===== config.mk =====
export PLATFORM = sky130hd
export DESIGN_NAME = muldiv_ctrl_flat
export DESIGN_NICKNAME = d
export VERILOG_FILES = /design/src/rtl/muldiv_ctrl_pkg.sv /design/src/rtl/muldiv_ctrl_if.sv /design/src/rtl/muldiv_ctrl_div_step.sv /design/src/rtl/muldiv_ctrl.sv /design/src/flat_wrapper.sv
export SDC_FILE = /design/constraint.sdc
export NUM_CORES = 2
export LEC_CHECK = 0
export CORE_MARGIN = 1.5
export CORE_UTILIZATION = 25
export CTS_BUF_LIST = sky130_fd_sc_hd__clkbuf_4
export CTS_CLUSTER_DIAMETER = 100
export DETAILED_ROUTE_END_ITERATION = 10
export HOLD_SLACK_MARGIN = 0.06
export PLACE_DENSITY = 0.41
export SYNTH_ARGS = -nofsm -noshare
export SYNTH_HDL_FRONTEND = slang
export SYNTH_SLANG_ARGS = --single-unit

===== constraint.sdc =====
create_clock -name CLK -period 20.1 [get_ports CLK]
set_input_delay 3.015 -clock CLK [delete_from_list [all_inputs] [get_ports CLK]]
set_output_delay 3.015 -clock CLK [all_outputs]
set_load 0.1 [all_outputs]

===== src/rtl/muldiv_ctrl_pkg.sv =====
// muldiv_pkg: shared types and constants for the HI/LO multiply/divide unit.
//   muldiv_op_t : 3-bit operation code from the execute stage
//   state_t     : sequencer state, also exported on the debug state output
//   DIV_STEPS   : number of restoring-divide iterations
//   HI_RST/LO_RST : reset contents of HI and LO
package muldiv_pkg;

    typedef enum logic [2:0] {
        OP_MULT  = 3'd0,
        OP_MULTU = 3'd1,
        OP_DIV   = 3'd2,
        OP_DIVU  = 3'd3,
        OP_MTHI  = 3'd4,
        OP_MTLO  = 3'd5,
        OP_RSV6  = 3'd6,
        OP_RSV7  = 3'd7
    } muldiv_op_t;

    typedef enum logic [1:0] {
        ST_IDLE     = 2'd0,
        ST_MUL_WAIT = 2'd1,
        ST_DIV_RUN  = 2'd2,
        ST_DIV_FIX  = 2'd3
    } state_t;

    localparam int          DIV_STEPS = 32;
    localparam logic [31:0] HI_RST    = 32'h0;
    localparam logic [31:0] LO_RST    = 32'h0;

    // Magnitude of a two's-complement word; 0x8000_0000 maps to itself,
    // which is the correct unsigned magnitude.
    function automatic logic [31:0] abs32(input logic [31:0] v);
        return v[31] ? (~v + 32'd1) : v;
    endfunction

endpackage


===== src/rtl/muldiv_ctrl_if.sv =====
// muldiv_ctrl_if: execute-stage request bus and HI/LO result bus.
//   OP_VALID/OP/A/B/KILL : request side, driven by the pipeline (master)
//   OP_READY/BUSY/HI/LO  : response side, driven by muldiv_ctrl (slave)
//   DBG_STATE            : sequencer state for observation only
// Handshake: a request transfers on a rising edge where OP_VALID && OP_READY
// && !KILL; the master holds OP/A/B stable while OP_VALID is high and
// OP_READY is low. OP_READY is simply !BUSY and never depends on OP_VALID.
interface muldiv_ctrl_if import muldiv_pkg::*; ();

    logic        OP_VALID;
    muldiv_op_t  OP;
    logic [31:0] A;
    logic [31:0] B;
    logic        KILL;
    logic        OP_READY;
    logic        BUSY;
    logic [31:0] HI;
    logic [31:0] LO;
    state_t      DBG_STATE;

    modport master (
        output OP_VALID, OP, A, B, KILL,
        input  OP_READY, BUSY, HI, LO, DBG_STATE
    );

    modport slave (
        input  OP_VALID, OP, A, B, KILL,
        output OP_READY, BUSY, HI, LO, DBG_STATE
    );

endinterface


===== src/rtl/muldiv_ctrl_div_step.sv =====
// div_step: one combinational restoring-division iteration.
//   rem_i     : partial remainder (always < divisor between steps)
//   quo_i     : quotient register; its MSB is the next dividend bit
//   divisor_i : divisor
//   rem_o/quo_o : remainder and quotient after this step
module div_step (
    input  logic [31:0] rem_i,
    input  logic [31:0] quo_i,
    input  logic [31:0] divisor_i,
    output logic [31:0] rem_o,
    output logic [31:0] quo_o
);

    logic [32:0] shifted;
    logic [31:0] diff;
    logic        ge;

    // The shifted remainder can reach 33 bits, so the compare is 33 bits
    // wide; when it succeeds the difference is < divisor and fits in 32.
    assign shifted = {rem_i, quo_i[31]};
    assign ge      = shifted >= {1'b0, divisor_i};
    assign diff    = shifted[31:0] - divisor_i;

    always_comb begin
        rem_o = ge ? diff : shifted[31:0];
        quo_o = {quo_i[30:0], ge};
    end

endmodule


===== src/rtl/muldiv_ctrl.sv =====
// muldiv_ctrl: sequencer and owner of the HI/LO registers.
//   CLK, RESET_N : clock and asynchronous active-low reset
//   bus (slave)  : request in (OP_VALID/OP/A/B/KILL), OP_READY/BUSY/HI/LO out
// MULT/MULTU hold BUSY for MUL_LAT cycles; DIV/DIVU run 32 restoring steps
// plus one sign-fix cycle. MTHI/MTLO write in one edge without BUSY.
module muldiv_ctrl import muldiv_pkg::*; #(
    parameter int MUL_LAT = 2
) (
    input  logic         CLK,
    input  logic         RESET_N,
    muldiv_ctrl_if.slave bus
);

    state_t      state_q, state_d;
    logic [4:0]  cnt_q, cnt_d;
    logic [31:0] opa_q, opa_d;     // multiplicand, or dividend/quotient
    logic [31:0] opb_q, opb_d;     // multiplier, or divisor
    logic [31:0] rem_q, rem_d;
    logic        sgn_q, sgn_d;     // signed multiply
    logic        negq_q, negq_d;   // negate quotient at fix-up
    logic        negr_q, negr_d;   // negate remainder at fix-up
    logic        dz_q, dz_d;       // divide by zero
    logic [31:0] hi_q, hi_d;
    logic [31:0] lo_q, lo_d;

    logic signed [32:0] mul_a, mul_b;
    logic signed [63:0] prod;
    logic [31:0]        step_rem, step_quo;
    logic               accept, sdiv;

    assign mul_a = {sgn_q & opa_q[31], opa_q};
    assign mul_b = {sgn_q & opb_q[31], opb_q};
    assign prod  = 64'(mul_a) * 64'(mul_b);

    div_step u_div_step (
        .rem_i     (rem_q),
        .quo_i     (opa_q),
        .divisor_i (opb_q),
        .rem_o     (step_rem),
        .quo_o     (step_quo)
    );

    assign accept = (state_q == ST_IDLE) && bus.OP_VALID && !bus.KILL;
    assign sdiv   = (bus.OP == OP_DIV);

    always_comb begin
        state_d = state_q;
        cnt_d   = cnt_q;
        opa_d   = opa_q;
        opb_d   = opb_q;
        rem_d   = rem_q;
        sgn_d   = sgn_q;
        negq_d  = negq_q;
        negr_d  = negr_q;
        dz_d    = dz_q;
        hi_d    = hi_q;
        lo_d    = lo_q;
        unique case (state_q)
            ST_IDLE: begin
                if (accept) begin
                    unique case (bus.OP)
                        OP_MTHI: hi_d = bus.A;
                        OP_MTLO: lo_d = bus.A;
                        OP_MULT, OP_MULTU: begin
                            opa_d   = bus.A;
                            opb_d   = bus.B;
                            sgn_d   = (bus.OP == OP_MULT);
                            cnt_d   = 5'(MUL_LAT - 1);
                            state_d = ST_MUL_WAIT;
                        end
                        OP_DIV, OP_DIVU: begin
                            opa_d   = sdiv ? abs32(bus.A) : bus.A;
                            opb_d   = sdiv ? abs32(bus.B) : bus.B;
                            rem_d   = 32'h0;
                            negq_d  = sdiv && (bus.A[31] ^ bus.B[31]);
                            negr_d  = sdiv && bus.A[31];
                            dz_d    = (bus.B == 32'h0);
                            cnt_d   = 5'(DIV_STEPS - 1);
                            state_d = ST_DIV_RUN;
                        end
                        default: ;  // reserved codes: accepted, no effect
                    endcase
                end
            end
            ST_MUL_WAIT: begin
                if (bus.KILL) begin
                    state_d = ST_IDLE;
                end else if (cnt_q == 5'd0) begin
                    hi_d    = prod[63:32];
                    lo_d    = prod[31:0];
                    state_d = ST_IDLE;
                end else begin
                    cnt_d = cnt_q - 5'd1;
                end
            end
            ST_DIV_RUN: begin
                if (bus.KILL) begin
                    state_d = ST_IDLE;
                end else begin
                    rem_d = step_rem;
                    opa_d = step_quo;
                    if (cnt_q == 5'd0) state_d = ST_DIV_FIX;
                    else               cnt_d   = cnt_q - 5'd1;
                end
            end
            ST_DIV_FIX: begin
                if (bus.KILL) begin
                    state_d = ST_IDLE;
                end else begin
                    // Divide by zero naturally leaves HI = A (the remainder
                    // absorbs every dividend bit); only LO needs forcing.
                    // 0x8000_0000 / -1 wraps to 0x8000_0000 with no special case.
                    lo_d    = dz_q ? 32'hFFFF_FFFF : (negq_q ? -opa_q : opa_q);
                    hi_d    = negr_q ? -rem_q : rem_q;
                    state_d = ST_IDLE;
                end
            end
            default: state_d = ST_IDLE;
        endcase
    end

    always_ff @(posedge CLK or negedge RESET_N) begin
        if (!RESET_N) begin
            state_q <= ST_IDLE;
            cnt_q   <= 5'd0;
            opa_q   <= 32'h0;
            opb_q   <= 32'h0;
            rem_q   <= 32'h0;
            sgn_q   <= 1'b0;
            negq_q  <= 1'b0;
            negr_q  <= 1'b0;
            dz_q    <= 1'b0;
            hi_q    <= HI_RST;
            lo_q    <= LO_RST;
        end else begin
            state_q <= state_d;
            cnt_q   <= cnt_d;
            opa_q   <= opa_d;
            opb_q   <= opb_d;
            rem_q   <= rem_d;
            sgn_q   <= sgn_d;
            negq_q  <= negq_d;
            negr_q  <= negr_d;
            dz_q    <= dz_d;
            hi_q    <= hi_d;
            lo_q    <= lo_d;
        end
    end

    assign bus.BUSY      = (state_q != ST_IDLE);
    assign bus.OP_READY  = (state_q == ST_IDLE);
    assign bus.HI        = hi_q;
    assign bus.LO        = lo_q;
    assign bus.DBG_STATE = state_q;

endmodule

===== src/flat_wrapper.sv =====
// flat-port wrapper written by rule: the top's interface ports become plain ports
module muldiv_ctrl_flat import muldiv_pkg::*;
#(
    parameter int MUL_LAT = 2
)
  (CLK, RESET_N, bus_OP_VALID, bus_OP, bus_A, bus_B, bus_KILL, bus_OP_READY, bus_BUSY, bus_HI, bus_LO, bus_DBG_STATE);
  muldiv_ctrl_if bus_i ();
  input  logic CLK;
  input  logic RESET_N;
  input wire logic [$bits(bus_i.OP_VALID)-1:0] bus_OP_VALID;
  input wire logic [$bits(bus_i.OP)-1:0] bus_OP;
  input wire logic [$bits(bus_i.A)-1:0] bus_A;
  input wire logic [$bits(bus_i.B)-1:0] bus_B;
  input wire logic [$bits(bus_i.KILL)-1:0] bus_KILL;
  output wire logic [$bits(bus_i.OP_READY)-1:0] bus_OP_READY;
  output wire logic [$bits(bus_i.BUSY)-1:0] bus_BUSY;
  output wire logic [$bits(bus_i.HI)-1:0] bus_HI;
  output wire logic [$bits(bus_i.LO)-1:0] bus_LO;
  output wire logic [$bits(bus_i.DBG_STATE)-1:0] bus_DBG_STATE;
  assign bus_i.OP_VALID = bus_OP_VALID;
  assign bus_i.OP = bus_OP;
  assign bus_i.A = bus_A;
  assign bus_i.B = bus_B;
  assign bus_i.KILL = bus_KILL;
  assign bus_OP_READY = bus_i.OP_READY;
  assign bus_BUSY = bus_i.BUSY;
  assign bus_HI = bus_i.HI;
  assign bus_LO = bus_i.LO;
  assign bus_DBG_STATE = bus_i.DBG_STATE;
  muldiv_ctrl #(.MUL_LAT(MUL_LAT)) u_core (.CLK(CLK), .RESET_N(RESET_N), .bus(bus_i));
endmodule

## Word-level counts from Yosys, hierarchy flattened

Cells that the tools add are included.

- Logic and storage cells: 112
- Input port bits: 71
- Register bits: 171
- Output and inout bits: 68

- Reduce and logical (&&, ||, !) cells: 26
- Add/sub/neg operators: 6
- Order comparisons: 1
- Bitwise gates (word level): 5
- Multiply operators: 1
- Mux-type cells: 41
- Equal/unequal tests: 21

Operator list:

| cell | number |
|---|---|
| 32-bit two-way mux | 23 |
| 32-bit one-hot mux with 2 select lines | 4 |
| 32-bit one-hot mux with 3 select lines | 2 |
| 32-bit by 1-bit adder with 32-bit output, second input constant | 2 |
| 33-bit by 33-bit multiplier with 64-bit output | 1 |
| 32-bit negation | 2 |
| 32-bit NOT | 2 |
| 33-bit by 32-bit >= comparator with 1-bit output | 1 |
| 32-bit zero test | 1 |
| 32-bit subtractor | 1 |
| 5-bit one-hot mux with 2 select lines | 2 |
| 5-bit two-way mux | 3 |
| 4-bit AND reduction | 3 |
| 6-bit AND reduction | 2 |
| 2-bit two-way mux | 5 |
| 2-bit by 1-bit != test with 1-bit output, second input constant | 5 |
| 2-bit != test, second input constant | 5 |
| 3-bit AND reduction | 3 |
| 2-bit one-hot mux with 4 select lines | 1 |
| 2-bit nonzero test | 4 |
| 3-bit by 2-bit == test with 1-bit output, second input constant | 2 |
| 3-bit == test, second input constant | 2 |
| 3-bit by 2-bit != test with 1-bit output, second input constant | 2 |
| 2-bit OR reduction | 3 |
| 15 further kinds | 20 |

## Depth between registers and ports, before layout

- Depth in word-level cells: 7
- Gate-level depth with buffers: 31
- Depth with buffers taken out: 29

## Cells and area by module

From an unflattened synthesis, not the netlist that was laid out.

- Cells, all modules: 5845
- Area total of the unflattened synthesis: 50941.4 um^2

Modules (own cells, without submodules):

| module | instances | area an instance (um^2) | sequential area each (um^2) | cells each |
|---|---|---|---|---|
| muldiv_ctrl | 1 | 48370.1 | 4279.1 | 5490 |
| div_step | 1 | 2571.2 | 0.0 | 355 |

## Worst setup path before layout

OpenSTA, ideal clock, no wires.

- Kind: register to register
- Start: register u_core.opa_q[31]
- End: register u_core.hi_q[26] (netlist: u_core.bus.HI[26])
- Setup slack: 12.039 ns
- Required time: 19.969 ns
- Cell stages (with the launch flop): 29
- Arrival: 7.929 ns
- Library setup time: 0.131 ns
- Path buffers: 2
- Clock period less this slack: 8.061 ns
- Cells stage by stage: dfrtp_1 > clkbuf_1 > inv_1 > buf_1 > nor2_1 > fa_1 > inv_1 > fa_1 > inv_1 > fa_1 > fa_1 > fa_1 > fa_1 > fa_1 > inv_1 > fa_1 > inv_1 > ha_1 > and3_1 > and2_1 > a221oi_1 > nor2_1 > a211oi_1 > a211oi_1 > or4b_2 > a31oi_1 > xnor2_1 > a222oi_1 > o21ai_1

- Longest elaborated chain between the ends: 5

Ends and longest elaborated chain:

| item | line | source |
|---|---|---|
| from (decl) | muldiv_ctrl.sv:16 | `logic [31:0] opa_q, opa_d;` |
| from (signal assigned) | muldiv_ctrl.sv:138 | `opa_q <= opa_d;` |
| 1-bit AND | muldiv_ctrl.sv:31 | `assign mul_a = {sgn_q & opa_q[31], opa_q};` |
| 33-bit by 33-bit multiplier with 64-bit output * | muldiv_ctrl.sv:33 | `assign prod = 64'(mul_a) * 64'(mul_b);` |
| 32-bit two-way mux * | muldiv_ctrl.sv:88 | `end else if (cnt_q == 5'd0) begin` |
| 32-bit two-way mux * | muldiv_ctrl.sv:86 | `if (bus.KILL) begin` |
| 32-bit one-hot mux with 3 select lines * | muldiv_ctrl.sv:58 | `unique case (state_q)` |
| to (signal assigned) | muldiv_ctrl.sv:145 | `hi_q <= hi_d;` |
| to (decl) | muldiv_ctrl.sv:23 | `logic [31:0] hi_q, hi_d;` |

Mark *: on every way between the ends. The rest lies on a longest branch, timed or not. The select of a mux whose other input is x is not followed.
A chain may end at the register's enable or synchronous reset.

## Worst setup path after layout

- Start: register u_core.opa_q[16]
- End: register u_core.hi_q[31] (netlist: u_core.bus.HI[31])

- Longest elaborated chain between the ends: 4

Ends and longest elaborated chain:

| item | line |
|---|---|
| 33-bit by 33-bit multiplier with 64-bit output | muldiv_ctrl.sv:33 |
| 32-bit two-way mux | muldiv_ctrl.sv:88 |
| 32-bit two-way mux | muldiv_ctrl.sv:86 |
| 32-bit one-hot mux with 3 select lines | muldiv_ctrl.sv:58 |

Every way passes these cells. The select of a mux whose other input is x is not followed.

==> impl_metrics.ini <==
[die]
ioPinCount = 139
die_area_sq_um = 202000
die_h_um = 449
core_region_area_sq_um = 198000
start_util_pct = 25.2
rows = 163
die_w_um = 449

[route]
wire_per_inst_um = 22.9
wl_mm = 190
antenna_left = 0
drc = 0
vias_per_cell = 4.67
drt_iter0_markers = 2623
vias = 38675
dr.pass1.iters = 5

[clock_tree]
postCtsResizedCells = 0
cts_hold_buf = 0
htree_levels = 4
postCtsSetupRepairBufs = 0
clock_latency_ns = 0.95
clock_sinks = 171
cts_buffers = 17
clk_pin_slew_ns = 0.24
cts_tree = built
cts_buffer_depth = 2
clock-root-buffer = clkbuf_4

[worst_setup_path]
worst-setup-path-type = reg2reg
cp.arrival_ns = 10.97
slowest_delay_ns = 1.23
path_buf_inv = 4
critPathTopFamily = adder cells
crit_top_cell = fa_1
startpoint = u_core.opa_q[16]
r2r_start = u_core.opa_q[16]
cp-end-kind = register
crit_slowest_cell = dfrtp_1
worstPathMaxFanout = 20
start_kind = register
required_ns = 20.87

[synthesis]
ys_seq_elements = 171
ys.flop_type = dfrtp_1
syn_inst = 5713
synth_cell_type_count = 64
synthArstFlopShare_pct = 100
syn_area_sq_um = 49800
synth_edf_count = 0
ys_seq_area_share_pct = 8.59
synth_nets = 7165
avgSynthCellArea_sq_um = 8.72
yosysWarnings = 0

[timing]
max_slew_margin_pct = 5.92
setup_viol_count_final = 0
drv_slew = 0
grt_setup_unrepaired = no
fin_crit_ns = 10.20
worst_hold_slack_ns = 0.508
min_period_over_period_pct = 50.8
clock.fmax_ghz = 0.0980
final-hold-violation-count = 0
fin_skew_ns = 0.0824
setup_tns_ns = 0
tightestPinTransition_ns = 1.41

[grt]
grt_pass1_wl_mm = 286
grt_remaining_overflow = 0
grtUsageTotal_pct = 19.2
antenna_found_initial = 10
grt_pass1_vias = 42113
grt_max_degree = 70

[cells_and_area]
final_layout_size_suffix_gt1_share_pct = 2.98
final_cells = 8285
fin_util_pct = 27.5
area_growth_pct = 9.16
fillers = 21336
final_common_cell = inv_1
mostFrequentLayoutCells = 1187 x inv_1, 1126 x fa_1, 943 x nand2_1
nNetsFinal = 7077

[hold_path]
min_from = u_core.opb_q[3]
hp-class = reg2reg

[place]
dpl.hpwl_mm = 150
numPlacedInstances = 8245
place_congestion = 0.860
port-buffer-count = 138

[run_status]
status = complete, no violations

[flow_run]
cap_violations = 0
==> worst min-delay path: cells and delay by family, from the launching register on <==
family | cells | cell delay, ns
flip-flops | 1 | 0.38
AND/OR/NAND/NOR | 1 | 0.05
AO/OA/AOI/OAI | 1 | 0.06
==> metrics by stage <==
stage	setup slack, ns	instance area (sq um)
global route	9.53	54400
global placement	9.69	54000
CTS	9.53	54400
floorplan	12.04	49800
detailed placement	9.66	54000
finish	9.90	54400
==> synthesized netlist by cell type (all sizes together), types with 26 or more instances <==
cell type | number | area share, %
a221oi | 40 | 0.70
and3 | 26 | 0.33
clkbuf | 300 | 2.3
and2 | 303 | 3.8
a21oi | 190 | 1.9
nand3 | 39 | 0.39
xor2 | 62 | 1.1
a31oi | 30 | 0.38
nand2 | 943 | 7.1
nor2 | 238 | 1.8
mux2i | 29 | 0.58
xnor2 | 150 | 2.6
dfrtp | 171 | 8.6
ha | 255 | 6.4
o21ai | 220 | 2.2
fa | 1126 | 45
a21o | 48 | 0.72
o31ai | 35 | 0.53
inv | 1187 | 8.9
buf | 44 | 0.34
==> path summary, 6_finish.rpt <==
kind / depth (start not counted) / slack (ns) / end
worst max-delay path: 25 / 9.90 / u_core.bus.HI[31]
worst min-delay path: 2 / 0.51 / u_core.opb_q[3]
worst max register to register: 25 / 9.90 / u_core.bus.HI[31]
worst min register to register: 2 / 0.51 / u_core.opb_q[3]
max in group asynchronous: 3 / 15.58 / u_core.opb_q[28]
min in group asynchronous: 1 / 2.04 / u_core.bus.HI[2]
==> sequential cells by signal, indices dropped and copies added, names as in the netlist <==
signal and count:
u_core.opb_q 32, u_core.negq_q 1, u_core.bus.DBG_STATE 2, u_core.bus.LO 32
u_core.negr_q 1, u_core.dz_q 1, u_core.sgn_q 1, u_core.opa_q 32
u_core.cnt_q 5, u_core.rem_q 32, u_core.bus.HI 32
==> logic make-up after synthesis <==
logic type | Yosys count | synth area share, %
compound gates | 694 | 8.61
fa+ha+maj | 1381 | 51.6
flops | 171 | 8.59
mux | 29 | 0.583
xor+xnor | 212 | 3.73
simple gates | 1693 | 15.3
buf+inv | 1533 | 11.6
==> area by class of cell <==
cell class / count / area [sq um] / share of cell area [%]
Antenna cell: 7 / 17.5 / 0.0322
Clock inverter: 15 / 215 / 0.396
Clock buffer: 17 / 128 / 0.235
Sequential cell: 171 / 4290 / 7.88
Multi-Input combinational cell: 4009 / 39900 / 73.3
Tap cell: 2640 / 3300 / 6.07
Inverter: 1189 / 4460 / 8.20
Timing Repair Buffer: 237 / 2130 / 3.91
==> metal layers <==
metal	GRT usage, %	share of wire [%]	vias up	wire, um
li1	-	-	16998	-
met1	24.5	42	20411	79400
met2	33.1	50	1026	94000
met3	2.10	4.6	236	8770
met4	7.21	4.1	4	7700
met5	0	0.014	-	27
Power is left out: the tool's default activity adds up to more than one toggle a clock period on the data nets, which glitch-free logic cannot reach.
